[src/rtl/spike_window_counter.sv]
// ---------------------------------------------------------------------------
// spike_window_counter
//
// Purpose:
//   Sits downstream of the SNN output layer and counts spikes per output
//   neuron over a window of N delay_clk ticks. When a window completes, the
//   per-neuron totals are latched into a result register and offered to a
//   consumer (SPI readback / debug path) through a valid/ack handshake.
//   Everything runs on clk; delay_clk is from the same clock domain and is
//   used only as a tick source (its rising edge marks one timestep).
//
// Ports:
//   clk            system clock
//   reset          synchronous, active-high reset
//   enable         run counting; low returns to idle and clears working counters
//   delay_clk      timestep clock, rising edge = one tick
//   window_len     ticks per window (0 is treated as 1)
//   output_spikes  spike vector from the SNN output layer
//   counts_out     latched counts, neuron i at [i*COUNT_WIDTH +: COUNT_WIDTH]
//   counts_valid   counts_out holds an unacknowledged window result
//   counts_ack     consumer has taken counts_out
//   overrun        sticky: a window completed while a result was still pending
//   overflow       sticky per-neuron counter overflow flag
//
// Configuration macro:
//   SPIKE_COUNT_SATURATE_EN  defined   -> counters saturate at all-ones
//                            undefined -> counters wrap to zero
//   Either way overflow[i] sets when an increment is attempted at all-ones.
// ---------------------------------------------------------------------------
module spike_window_counter #(
  parameter int NUM_OUTPUTS  = 2,
  parameter int COUNT_WIDTH  = 8,
  parameter int WINDOW_WIDTH = 8
) (
  input  logic                               clk,
  input  logic                               reset,
  input  logic                               enable,
  input  logic                               delay_clk,
  input  logic [WINDOW_WIDTH-1:0]            window_len,
  input  logic [NUM_OUTPUTS-1:0]             output_spikes,
  output logic [NUM_OUTPUTS*COUNT_WIDTH-1:0] counts_out,
  output logic                               counts_valid,
  input  logic                               counts_ack,
  output logic                               overrun,
  output logic [NUM_OUTPUTS-1:0]             overflow
);

  typedef enum logic {
    IDLE  = 1'b0,
    COUNT = 1'b1
  } state_t;

  localparam logic [COUNT_WIDTH-1:0]  CNT_MAX  = '1;
  localparam logic [COUNT_WIDTH-1:0]  CNT_ONE  = COUNT_WIDTH'(1);
  localparam logic [WINDOW_WIDTH-1:0] WIN_ONE  = WINDOW_WIDTH'(1);
  localparam logic [WINDOW_WIDTH:0]   TICK_ONE = (WINDOW_WIDTH + 1)'(1);

  state_t                            state;
  state_t                            state_next;
  logic                              delay_clk_q;
  logic                              tick;
  logic [WINDOW_WIDTH-1:0]           win_len_q;
  logic [WINDOW_WIDTH-1:0]           win_len_eff;
  logic [WINDOW_WIDTH-1:0]           tick_cnt;
  logic [WINDOW_WIDTH:0]             tick_cnt_inc;
  logic [COUNT_WIDTH-1:0]            cnt      [NUM_OUTPUTS];
  logic [COUNT_WIDTH-1:0]            cnt_next [NUM_OUTPUTS];
  logic [NUM_OUTPUTS-1:0]            ovf_hit;
  logic [NUM_OUTPUTS*COUNT_WIDTH-1:0] final_counts;
  logic                              counting;
  logic                              window_end;
  logic                              load_result;

  // Rising-edge detect on delay_clk; delay_clk_q is sampled every cycle so
  // that an edge seen while idle is not replayed when counting starts.
  assign tick = delay_clk & ~delay_clk_q;

  // A zero window length would never complete, so it is promoted to 1.
  assign win_len_eff = (window_len == '0) ? WIN_ONE : window_len;

  // One extra bit keeps the end-of-window compare exact at the top of range.
  assign tick_cnt_inc = {1'b0, tick_cnt} + TICK_ONE;

  assign counting    = (state == COUNT) && enable;
  assign window_end  = counting && tick && (tick_cnt_inc == {1'b0, win_len_q});

  // A finished window may overwrite the result register only if it is empty
  // or the consumer is acknowledging the old result in this very cycle.
  assign load_result = window_end && (!counts_valid || counts_ack);

  // State register.
  always_ff @(posedge clk) begin
    if (reset) begin
      state <= IDLE;
    end else begin
      state <= state_next;
    end
  end

  // Next-state logic: enable alone moves between idle and counting.
  always_comb begin
    state_next = state;
    case (state)
      IDLE:    if (enable)  state_next = COUNT;
      COUNT:   if (!enable) state_next = IDLE;
      default: state_next = IDLE;
    endcase
  end

  // Per-neuron increment including the current tick's spike, and the packed
  // view of those values used as the final result at a window end.
  always_comb begin
    final_counts = '0;
    ovf_hit      = '0;
    for (int i = 0; i < NUM_OUTPUTS; i++) begin
      cnt_next[i] = cnt[i];
      if (output_spikes[i]) begin
        if (cnt[i] == CNT_MAX) begin
          ovf_hit[i] = 1'b1;
`ifdef SPIKE_COUNT_SATURATE_EN
          cnt_next[i] = CNT_MAX;
`else
          cnt_next[i] = '0;
`endif
        end else begin
          cnt_next[i] = cnt[i] + CNT_ONE;
        end
      end
      final_counts[i*COUNT_WIDTH +: COUNT_WIDTH] = cnt_next[i];
    end
  end

  // Working counters, window bookkeeping, result register and sticky flags.
  always_ff @(posedge clk) begin
    if (reset) begin
      delay_clk_q  <= 1'b0;
      win_len_q    <= '0;
      tick_cnt     <= '0;
      counts_out   <= '0;
      counts_valid <= 1'b0;
      overrun      <= 1'b0;
      overflow     <= '0;
      for (int i = 0; i < NUM_OUTPUTS; i++) begin
        cnt[i] <= '0;
      end
    end else begin
      delay_clk_q <= delay_clk;

      if (state == IDLE) begin
        tick_cnt <= '0;
        for (int i = 0; i < NUM_OUTPUTS; i++) begin
          cnt[i] <= '0;
        end
        if (enable) begin
          win_len_q <= win_len_eff;
        end
      end else if (!enable) begin
        tick_cnt <= '0;
        for (int i = 0; i < NUM_OUTPUTS; i++) begin
          cnt[i] <= '0;
        end
      end else if (tick) begin
        overflow <= overflow | ovf_hit;
        if (window_end) begin
          // Window length is re-sampled only here, so mid-window changes
          // wait for the next window.
          tick_cnt  <= '0;
          win_len_q <= win_len_eff;
          for (int i = 0; i < NUM_OUTPUTS; i++) begin
            cnt[i] <= '0;
          end
          if (load_result) begin
            counts_out <= final_counts;
          end else begin
            overrun <= 1'b1;
          end
        end else begin
          tick_cnt <= tick_cnt + WIN_ONE;
          for (int i = 0; i < NUM_OUTPUTS; i++) begin
            cnt[i] <= cnt_next[i];
          end
        end
      end

      // New data wins over an acknowledge in the same cycle.
      if (load_result) begin
        counts_valid <= 1'b1;
      end else if (counts_ack) begin
        counts_valid <= 1'b0;
      end
    end
  end

endmodule

[config.mk]
export PLATFORM = sky130hd
export DESIGN_NAME = spike_window_counter
export DESIGN_NICKNAME = d
export VERILOG_FILES = /design/src/rtl/spike_window_counter.sv
export SDC_FILE = /design/constraint.sdc
export NUM_CORES = 1
export LEC_CHECK = 0
export BUFFER_PORTS_ARGS = -buffer_cell sky130_fd_sc_hd__buf_4
export CAP_MARGIN = 20
export CORE_UTILIZATION = 43
export DETAILED_ROUTE_END_ITERATION = 8
export SLEW_MARGIN = 20
export SYNTH_ARGS = -nofsm -noshare
export SYNTH_HDL_FRONTEND = slang
export SYNTH_SLANG_ARGS = --single-unit
[constraint.sdc]
create_clock -name clk -period 3.4 [get_ports clk]
set_clock_uncertainty 0.05 [all_clocks]
set_input_delay 0.17 -clock clk [delete_from_list [all_inputs] [get_ports clk]]
set_output_delay 0.17 -clock clk [all_outputs]
set_load 0.01 [all_outputs]
# Yosys cells after proc, flatten, opt, wreduce, memory -nomap -nowiden
# Memories as Yosys holds them, arrays and structs flattened.
# Index checks and enable logic that the tools add are counted.
totals:
  regBits: 38
  ramBits: 16
  inputBits: 15
  output_inout_bits: 20
  word_cells: 92
  mem_count: 1
mem_list:
  columns: ["memory", "depth", "width", "rd", "rd_clocked_by_memory_dff", "write_ports", "line", "source"]
  rows:
  - ["cnt", 2, 8, 2, 0, 2, "66", "logic [COUNT_WIDTH-1:0] cnt [NUM_OUTPUTS];"]
op_classes:
  n_addsub: 4
  eq_ne: 5
  muxes: 47
  bitwise_logic: 14
  reduce_logical: 13
op_table:
  columns: ["cell", "count"]
  rows:
  - ["8-bit two-way mux", 19]
  - ["1-bit two-way mux", 28]
  - ["8-bit by 1-bit adder with 8-bit output, second input constant", 3]
  - ["8-bit == test, second input constant", 2]
  - ["5-bit AND reduction", 2]
  - ["8-bit by 1-bit adder with 9-bit output, second input constant", 1]
  - ["9-bit by 8-bit == test with 1-bit output", 1]
  - ["8-bit zero test", 1]
  - ["1-bit OR", 8]
  - ["3-bit AND reduction", 2]
  - ["1-bit logical AND", 4]
  - ["2-bit by 1-bit != test with 1-bit output, second input constant", 2]
  - ["1-bit NOT", 4]
  - ["3-bit OR reduction", 1]
  - ["2-bit OR", 1]
  - ["2-bit nonzero test", 1]
  - ["1-bit bitwise AND", 1]
  - ["1-bit zero test", 1]
  - ["1-bit logical OR", 1]

# Logic depth before layout (Yosys ltp)
# Gate-level depths: netlist of the first run.
depth:
  ltp_word: 12
  depth_mapped: 8
  depth_no_buf: 7

# Worst setup path after synthesis of the first run
# No wires, ideal clock.
synth_timing:
  kind: "register -> register"
  start: "reg tick_cnt[0]"
  end: "mem cnt[1][2] (netlist: cnt[0][10]) (data pin)"
  setup_ns: 0.266
  t_arrival_ns: 2.229
  t_required_ns: 3.084
  slack_ns: 0.855
  stages_incl_launch_ff: 9
  n_path_buf: 1
  period_less_slack_ns: 2.545
  cell_sequence: "dfxtp_1 ha_1 nand2_1 o21a_1 or3_4 a211o_1 nand2_1 clkbuf_1 nor2_1"
synth_lines:
  columns: ["item", "line", "source"]
  rows:
  - ["from (decl)", "64", "logic [WINDOW_WIDTH-1:0] tick_cnt;"]
  - ["from (signal assigned)", "178", "tick_cnt <= tick_cnt + WIN_ONE;"]
  - ["to (decl)", "66", null]

==> results of run 1 <==
per-stage QoR:
stage | utilization, % | area [um^2] | setup slack [ns] | hold slack, ns
finish | 51.92 | 3110 | 0.6244 | 0.03867
global route | 51.92 | 3110 | 0.4466 | 0.03375
CTS | 51.92 | 3110 | 0.5893 | 0.03084
detailed placement | 50.08 | 3000 | 0.6089 | 0.3649
global placement | 50.08 | 3000 | 0.7262 | 0.3464
floorplan | - | 2701 | 0.8546 | 0.2106
synth_stat cells (10+ instances only):
master	n	area share, %
sky130_fd_sc_hd__nand2_1	15	2.1
sky130_fd_sc_hd__clkbuf_1	10	1.4
sky130_fd_sc_hd__xnor2_1	10	3.2
sky130_fd_sc_hd__nand2b_1	16	3.7
sky130_fd_sc_hd__nor2_1	46	6.4
sky130_fd_sc_hd__dfxtp_1	38	28
sky130_fd_sc_hd__a211oi_2	10	4.6
sky130_fd_sc_hd__edfxtp_1	16	18
sky130_fd_sc_hd__mux2i_1	15	5.6
sky130_fd_sc_hd__nand3_1	10	1.9
per-layer routing:
metal	vias to the layer above	global-route usage, %	wire length [um]
met5	-	0	0
met4	0	5.536	78
met3	7	3.596	171
met2	45	29.67	2490
met1	961	22.02	2607
li1	1051	-	-
path summary, 6_finish.rpt:
| kind | start | depth (start not counted) | end | slack, ns |
|---|---|---|---|---|
| worst max register to register | tick_cnt[0]$_SDFFE_PP0P_ | 7 | cnt[0][5]$_SDFFCE_PN0P_ | 0.62 |
| worst max-delay path | tick_cnt[0]$_SDFFE_PP0P_ | 7 | cnt[0][5]$_SDFFCE_PN0P_ | 0.62 |
| worst min-delay path | delay_clk | 2 | delay_clk_q$_SDFF_PP0_ | 0.04 |
| worst min register to register | overflow[0]$_SDFFE_PP0P_ | 2 | overflow[0]$_SDFFE_PP0P_ | 0.43 |
cells by family (layout without fill, tap and decap cells):
logic type | after synthesis | count (layout)
compound gates | 46 | 46
xor+xnor | 18 | 18
fa+ha+maj | 3 | 3
buf+inv | 23 | 52
flops | 54 | 54
mux | 16 | 16
simple gates | 123 | 123
cell type report:
cell class                      count  area [um^2]  area share (%)
Sequential cell                    54         1241           39.90
Multi-Input combinational cell    206         1358           43.64
Clock inverter                      2        37.54           1.207
Timing Repair Buffer               38        285.3           9.171
Tap cell                           75        93.84           3.017
Inverter                            6        22.52          0.7241
Clock buffer                        6        72.57           2.333
state kept, by name, summed over array words and instances (netlist names), 2 cells and up:
signal      flops
cnt            16
counts_out     16
tick_cnt        8
win_len_q       8
overflow        2
power breakdown:
group | leakage [nW] | switching, W | internal [W]
registers | 0.502 | 0.0000106 | 0.000672
clock network | 0.0514 | 0.000215 | 0.000220
logic | 0.598 | 0.0000380 | 0.0000363
total | 1.15 | 0.000264 | 0.000928
critical path, cell delays in order (launching register included):
cell	delay [ns]
sky130_fd_sc_hd__dfxtp_1	0.44
sky130_fd_sc_hd__ha_1	0.31
sky130_fd_sc_hd__nand2_1	0.14
sky130_fd_sc_hd__o21a_1	0.21
sky130_fd_sc_hd__or3_4	0.39
sky130_fd_sc_hd__a211o_1	0.37
sky130_fd_sc_hd__nand2_1	0.47
sky130_fd_sc_hd__nor3_1	0.15
==> metrics list, run 1 <==
- Reg clk slew, reported paths: roughly 0.1 ns
- Time the worst path needs with I/O delays and setup: roughly 2.8 ns
- The H-tree was split into 2 levels.
- In this run the clock root is driven by a sky130_fd_sc_hd__clkbuf_8.
* DRT antenna net count: 0
- Summing every instance area after synthesis gives between 2000 and 3000 um^2.
- Including well taps, the total number of placed cells is 379.
- The via count of the first global-routing pass was a little under 2000.
- The wire-length estimate of the detail-placed layout is between 3000 and 4000 um.
- Placer's final routability congestion estimate: roughly 0.84
- STA puts the critical path data arrival time at about 2.8 ns.
* Setup TNS: 0 ns
* Setup repair bufs after CTS: 0
* Max-cap violation count: 0
- Leaving out fill and tap cells, the most frequent cell in the layout is sky130_fd_sc_hd__nor2_1.
* Class of the most critical hold timing path: input pin to flip-flop
* Share of final-layout standard cells stronger than drive strength 1: approximately 19%
* Max-slew violations: 0
- The synthesized design contains 16 enable-type register cells.
- Worst-case vdd ir drop: roughly 0.00026 V
* Fraction of the mapped netlist area in adder cells: 1.390%
- Net count of the finished layout: ~330
- Worst Setup End Kind: flip-flop
- Number of hold buffers added after CTS: 0
- Synthesis produced a netlist whose cell count is ~280.
- Yosys printed 0 warnings.
* Result of the run: finished, final reports clean
- Global routing consumed, over all layers together, between 10% and 20% of the routing resources.
* Worst-Skew Late Latency: roughly 0.31 ns
- By area, the combinational part of the netlist is dominated by simple AND/OR/NAND/NOR gates.
- Die Span Y: slightly above 80 um
- At the pin with the least slew margin, the transition time is a little over 0.7 ns.
- Entering global routing, the biggest net connects 39 pins.
- Multiplexer area fraction after synthesis: roughly 6%
* Flops & latches, synth: 54
* Total core area: around 6000 um^2
- Share of synthesized cell area in and, or, nand and nor gates: a little under a quarter
- The floorplan step defined a die boundary enclosing 6603 um^2.
- After detailed routing, the average wire length per cell comes to 13.81 um.
- Setup repair after global routing left no endpoint under its margin.
- Share of the synthesized area in compound gates (AO/OA/AOI/OAI): 14.54%
- Of the available clock period, the critical path in the final layout requires 81.63%.
- Across all layers, the routed design uses roughly 2100 vias.
- The worst setup path is launched from a flip-flop.
- Post-Synth XOR/XNOR Area: under 10%
- Routed wire length: ~5300 um
* Worst EP required: 3.39 ns
- Finish-stage setup viols: 0
* Final Hold Viols: 0
- Synthesized net count: 301
- The longest clock path from root to sink contains 2 buffers.
* Count of standard-cell rows: 28
* Inserted Clock Buffers: 5
- Total power for the finished layout comes to around 0.0012 W.
- First-pass GRT wire length: 8832 um
- Total number of clock tree sinks: 54
- Worst slew margin relative to its limit: around 52%
- TritonCTS built the clock tree.
* Number of fill cells: around 570
- After global routing the overflow that remains totals 0.
- Layout overhead on the synthesized area: 15.15%
- The initial antenna violation count is 0.
- For this run, design rule violations remaining after detail routing come to 0.
* Achievable clock frequency: ~360 MHz
- Average instance area after synthesis: around 9.5 um^2
* I/O Pins: 35
- Async set-or-reset flop fraction in the synthesized netlist: 0%
- By startpoint and endpoint, the worst setup path is classified as flip-flop to flip-flop.
- Diode count: 0
* Die X: approximately 81 um
- Initial core utilization: between 40% and 50%
- Biggest fanout along the worst timing path: 17
- The analysis attributes to cell leakage a power of roughly 1.2 nW.
* Via-per-instance ratio: 5.333
* Commonest cells after routing, fill and taps aside: sky130_fd_sc_hd__nor2_1 (46), sky130_fd_sc_hd__dfxtp_1 (38), sky130_fd_sc_hd__buf_4 (38)
- First-pass DRT Iterations: 4
* Number of library cell types mapped by synthesis: 46
* Share of the yosys chip area belonging to registers: a little under half
- In the synthesized netlist the dominant register cell turns out to be sky130_fd_sc_hd__dfxtp_1.
- Pwr dens: ~380 nW/um^2
- Final standard cell count with taps included and fillers excluded: around 390
- Number of DRC violations after detailed-routing iteration 0: 114
- After clock tree synthesis, the repair step resized 0 gates.
* Count of buffers inserted at the top-level ports: 34
Note: power is estimated with default switching activity, not from simulation.
==> run 2: changes to the inputs <==
--- a/config.mk
+++ b/config.mk
@@ -5,6 +5,7 @@
 export SDC_FILE = /design/constraint.sdc
 export NUM_CORES = 1
 export LEC_CHECK = 0
+export ABC_AREA = 1
 export BUFFER_PORTS_ARGS = -buffer_cell sky130_fd_sc_hd__buf_4
 export CAP_MARGIN = 20
 export CORE_UTILIZATION = 43
==> constraint.sdc (replaced) <==
create_clock -name clk -period 2.3 [get_ports clk]
set_clock_uncertainty 0.05 [all_clocks]
set_input_delay 0.115 -clock clk [delete_from_list [all_inputs] [get_ports clk]]
set_output_delay 0.115 -clock clk [all_outputs]
set_load 0.01 [all_outputs]
==> run 2 against run 1 <==
The run now ends with design-rule violations left. Sequential share of layout area fell by 4.2 points. Global-route usage is 0.87 points higher. Power rose by 50%. Critical path type unchanged. Critical endpoint is now cnt[0][7]$_SDFFCE_PN0P_. Highest routed layer unchanged.
==> metrics list, run 2 <==
- Part of the total power dissipated in combinational logic: 13.8%
- In this run, synthesis inferred 16 flip-flops with an integrated enable.
* Classification of the worst setup path: flip-flop to flip-flop
* Count of standard-cell rows: 29
- Max-cap violation count: 0
- The worst setup path is launched from a flip-flop.
- Number of global-route vias before repair: 2347
- Of all nets on the critical path, the largest fanout is 6.
- Gr ovfl total: 0
- In this run, the number of DRC markers left after iteration 0 of detailed routing was around 140.
- Leakage Power: between 1.5 and 2 nW
- In the routed design, unresolved DRC markers number 1.
- Most frequent standard cell in the layout excluding fill and tap cells: sky130_fd_sc_hd__nand2_1
* Routed wire length: roughly 6300 um
* Result of the run: complete, but fails checks
* Cell Int Power: approximately 0.0013 W
* I/O Pins: 35
- Via-per-instance ratio: roughly 4.7
- Based on the critical path, the design can be clocked at up to between 400 and 500 MHz.
* Part of the power in the clock network: between 20% and 30%
- The worst pin sits at a relative slew slack of between 40 and 50%.
* Number of library cell types mapped by synthesis: 37
- The detail route stage leaves a number of antenna-violating nets equal to 0.
- The final count of hold timing violations is 0.
- Count of buffers inserted at the top-level ports: 34
- Hold timing on the final database bottoms out at a slack of 0.004276 ns.
- Synthesis warning total: 0
* Summed instance area of the synthesized netlist: slightly below 3000 um^2
- The area growth from synthesis to layout is 18.49%.
- Global routing consumed, over all layers together, between 10% and 20% of the routing resources.
- At the end of the flow, the number of nets in the layout was slightly below 500.
- Clock latency on the worst-skew pair, taken at its later pin, is approximately 0.31 ns.
- Worst Setup End Kind: flip-flop
- Yosys instantiated no cell more often than sky130_fd_sc_hd__nand2_1.
- Critical Path Max Stage Delay: 0.38 ns
- In this run the standard cell core region covers 6459 um^2.
- Of the total power, the share spent switching nets is a little over a quarter.
* Gate Count Post-Synth: between 400 and 500
* Pwr dens: 513.9 nW/um^2
- Most instantiated cells after synthesis: sky130_fd_sc_hd__nand2_1 (92), sky130_fd_sc_hd__inv_1 (78), sky130_fd_sc_hd__nor2_1 (70)
- Share of the yosys chip area belonging to registers: 42.27%
* Failing checks: design-rule violations
- Die X: 84.64 um
- Worst EP required: 2.30 ns
- First-pass GRT wire length: roughly 10000 um
- Data arrival time of the worst path: ~2.1 ns
- The H-tree generated during clock tree synthesis spans 2 levels.
* Share of final-layout standard cells stronger than drive strength 1: roughly 15%
- Diode count: 0
- The routed design could run at a clock period as short as approximately 2.1 ns.
* Placer's final routability congestion estimate: ~0.84
- Class of the most critical hold timing path: input pin to flip-flop
* CTS tree: done
- The most used flip-flop cell after synthesis is sky130_fd_sc_hd__dfxtp_1.
* Switching power: approximately 0.00048 W
- Summed over all failing endpoints, the final setup total negative slack is 0 ns.
- For this configuration, the core starts out at a cell density of approximately 45%.
- In the final layout, the registers with the most flip-flops are cnt: 16 flops, counts_out: 16 flops.
- On the critical path, the stage with the largest delay is an instance of sky130_fd_sc_hd__dfxtp_1.
- Synth top area share: about a quarter
* Tcrit/Tclk final: between 90 and 100%
- Summed over all nets, the half-perimeter wirelength after detailed placement is between 4000 and 5000 um.
- Reg clk slew, reported paths: 0.09 ns
- The initial antenna violation count was 0.
- The share of total power dissipated in sequential elements is a little under three fifths.
* Inserted Clock Buffers: 5
* Total number of clock tree sinks: 54
- Flops & latches, synth: between 50 and 60
- Dividing the detail-routed wire length by the instance count gives 11.55 um.
- Commonest cells after routing, fill and taps aside: sky130_fd_sc_hd__nand2_1 (92), sky130_fd_sc_hd__inv_1 (78), sky130_fd_sc_hd__nor2_1 (70)
- Async set-or-reset flop fraction in the synthesized netlist: 0%
- Setup violations remaining at the end of the flow were counted as 0.
- Root Buffer Master: sky130_fd_sc_hd__clkbuf_8
- sky130_fd_sc_hd__dfxtp_1 takes more of the synthesized area than any other cell.
- The max-slew violation count came to 0.
- Among the stages of the critical path, the cell type that occurs most often is sky130_fd_sc_hd__nor2_1.
* Pin count of the biggest net entering global routing: 27
* Ranking of synthesized cells by area: sky130_fd_sc_hd__dfxtp_1 (26%), sky130_fd_sc_hd__edfxtp_1 (16%), sky130_fd_sc_hd__nand2_1 (12%)
- First-pass DRT Iterations: 7
- Slew of the pin with the lowest slew margin: 0.7716 ns
- Die Span Y: around 85 um
- The routed layout has about 2600 vias.
* CP Cell Sequence: ha_1, nand2_1, inv_1, nand2_1, nand2_2, nor2_1, nor2_1, nand3_1, nor2_4, inv_1, nand2_4, buf_4, nor2_1
- Synthesized net count: 433
- Unrepaired setup endpoints after global routing: false
- Floorplan die area: approximately 7200 um^2
- Worst-case vdd ir drop: 0.0002464 V
- Average instance area after synthesis: between 7 and 8 um^2
- No sink is reached through more buffers than the 2 on the longest clock path.
## run 2: changes by cell type in the layout (fill, tap and decap cells not counted), sizes merged, moves of 10 or more
cell    previous run  this run
nand2             15        98
inv                6        80
nor2              46        76
nand3             11        32
nand2b            16         0
mux2i             15         2
a211oi            10         0
## run 2: cell families (layout without fill, tap and decap cells)
kind of cell               after synthesis  after routing  synth area share (%)
and+or+nand+nor                        227            227                 34.85
buffers and inverters                   89            140                 12.48
DFF                                     54             54                 42.27
AOI/OAI and AO/OA                       34             34                 6.647
xor gates and xnor gates                 6              6                 1.790
adders and majority gates                3              3                 1.278
muxes                                    2              2                0.6817
## run 2: per-layer routing
layer	track usage, %	part of all wire (%)	vias up
li1	-	-	1394
met1	23.72	48	1126
met2	31.26	47	49
met3	3.245	3.8	6
met4	5.701	1.5	0
met5	0	0	-
## run 2: final timing paths
kind	cells past startpoint	start	slack [ns]	end
max reg2reg	13	tick_cnt[1]$_SDFFE_PP0P_	0.21	cnt[0][7]$_SDFFCE_PN0P_
min reg2reg	2	overrun$_SDFFE_PP0P_	0.41	overrun$_SDFFE_PP0P_
max	13	tick_cnt[1]$_SDFFE_PP0P_	0.21	cnt[0][7]$_SDFFCE_PN0P_
min	3	window_len[6]	0.004	win_len_q[6]$_SDFFE_PP0P_
## run 2: power by group through the flow
stage / logic [W] / clock network, W / registers, W
final: 0.000247 / 0.000524 / 0.00102
after global routing: 0.000280 / 0.000583 / 0.00102
after CTS: 0.000245 / 0.000546 / 0.00102
after detailed placement: 0.000234 / 0 / 0.00104
after global placement: 0.000232 / 0 / 0.00104
after floorplan: 0.000158 / 0 / 0.00104
## run 2: cell type report
cell class,instances,area (um^2)
sequential,54,1241
tap,77,96.34
clock inverter,3,16.27
timing repair buffer,51,419.2
inverter,81,304.0
clock buffer,5,68.82
fill,644,2979
multi-input combinational,272,1334
## run 2: timing repair
action,in CTS,in global routing
buffers inserted,0,3
setup endpoints to repair,0,30
endpoints found under the hold margin,10,0
hold buffers,8,0
gates resized for setup,0,2
## run 2: critical path, delay by kind of cell (launching register included)
family / cells / cell delay, ns
flops: 1 / 0.38
buf+inv: 3 / 0.32
simple gates: 9 / 0.84
fa+ha+maj: 1 / 0.24
## run 2: through the flow
step	cell area, um^2	std cells	power (W)	util [%]	setup WS, ns
floorplan	2937	415	0.001198	-	0.2919
global placement	3271	524	0.001270	50.64	0.1508
detailed placement	3271	524	0.001272	50.64	0.08612
CTS	3436	540	0.001808	53.20	0.06106
global route	3480	543	0.001883	53.87	0.0006226
finish	3480	543	0.001788	53.87	0.2126
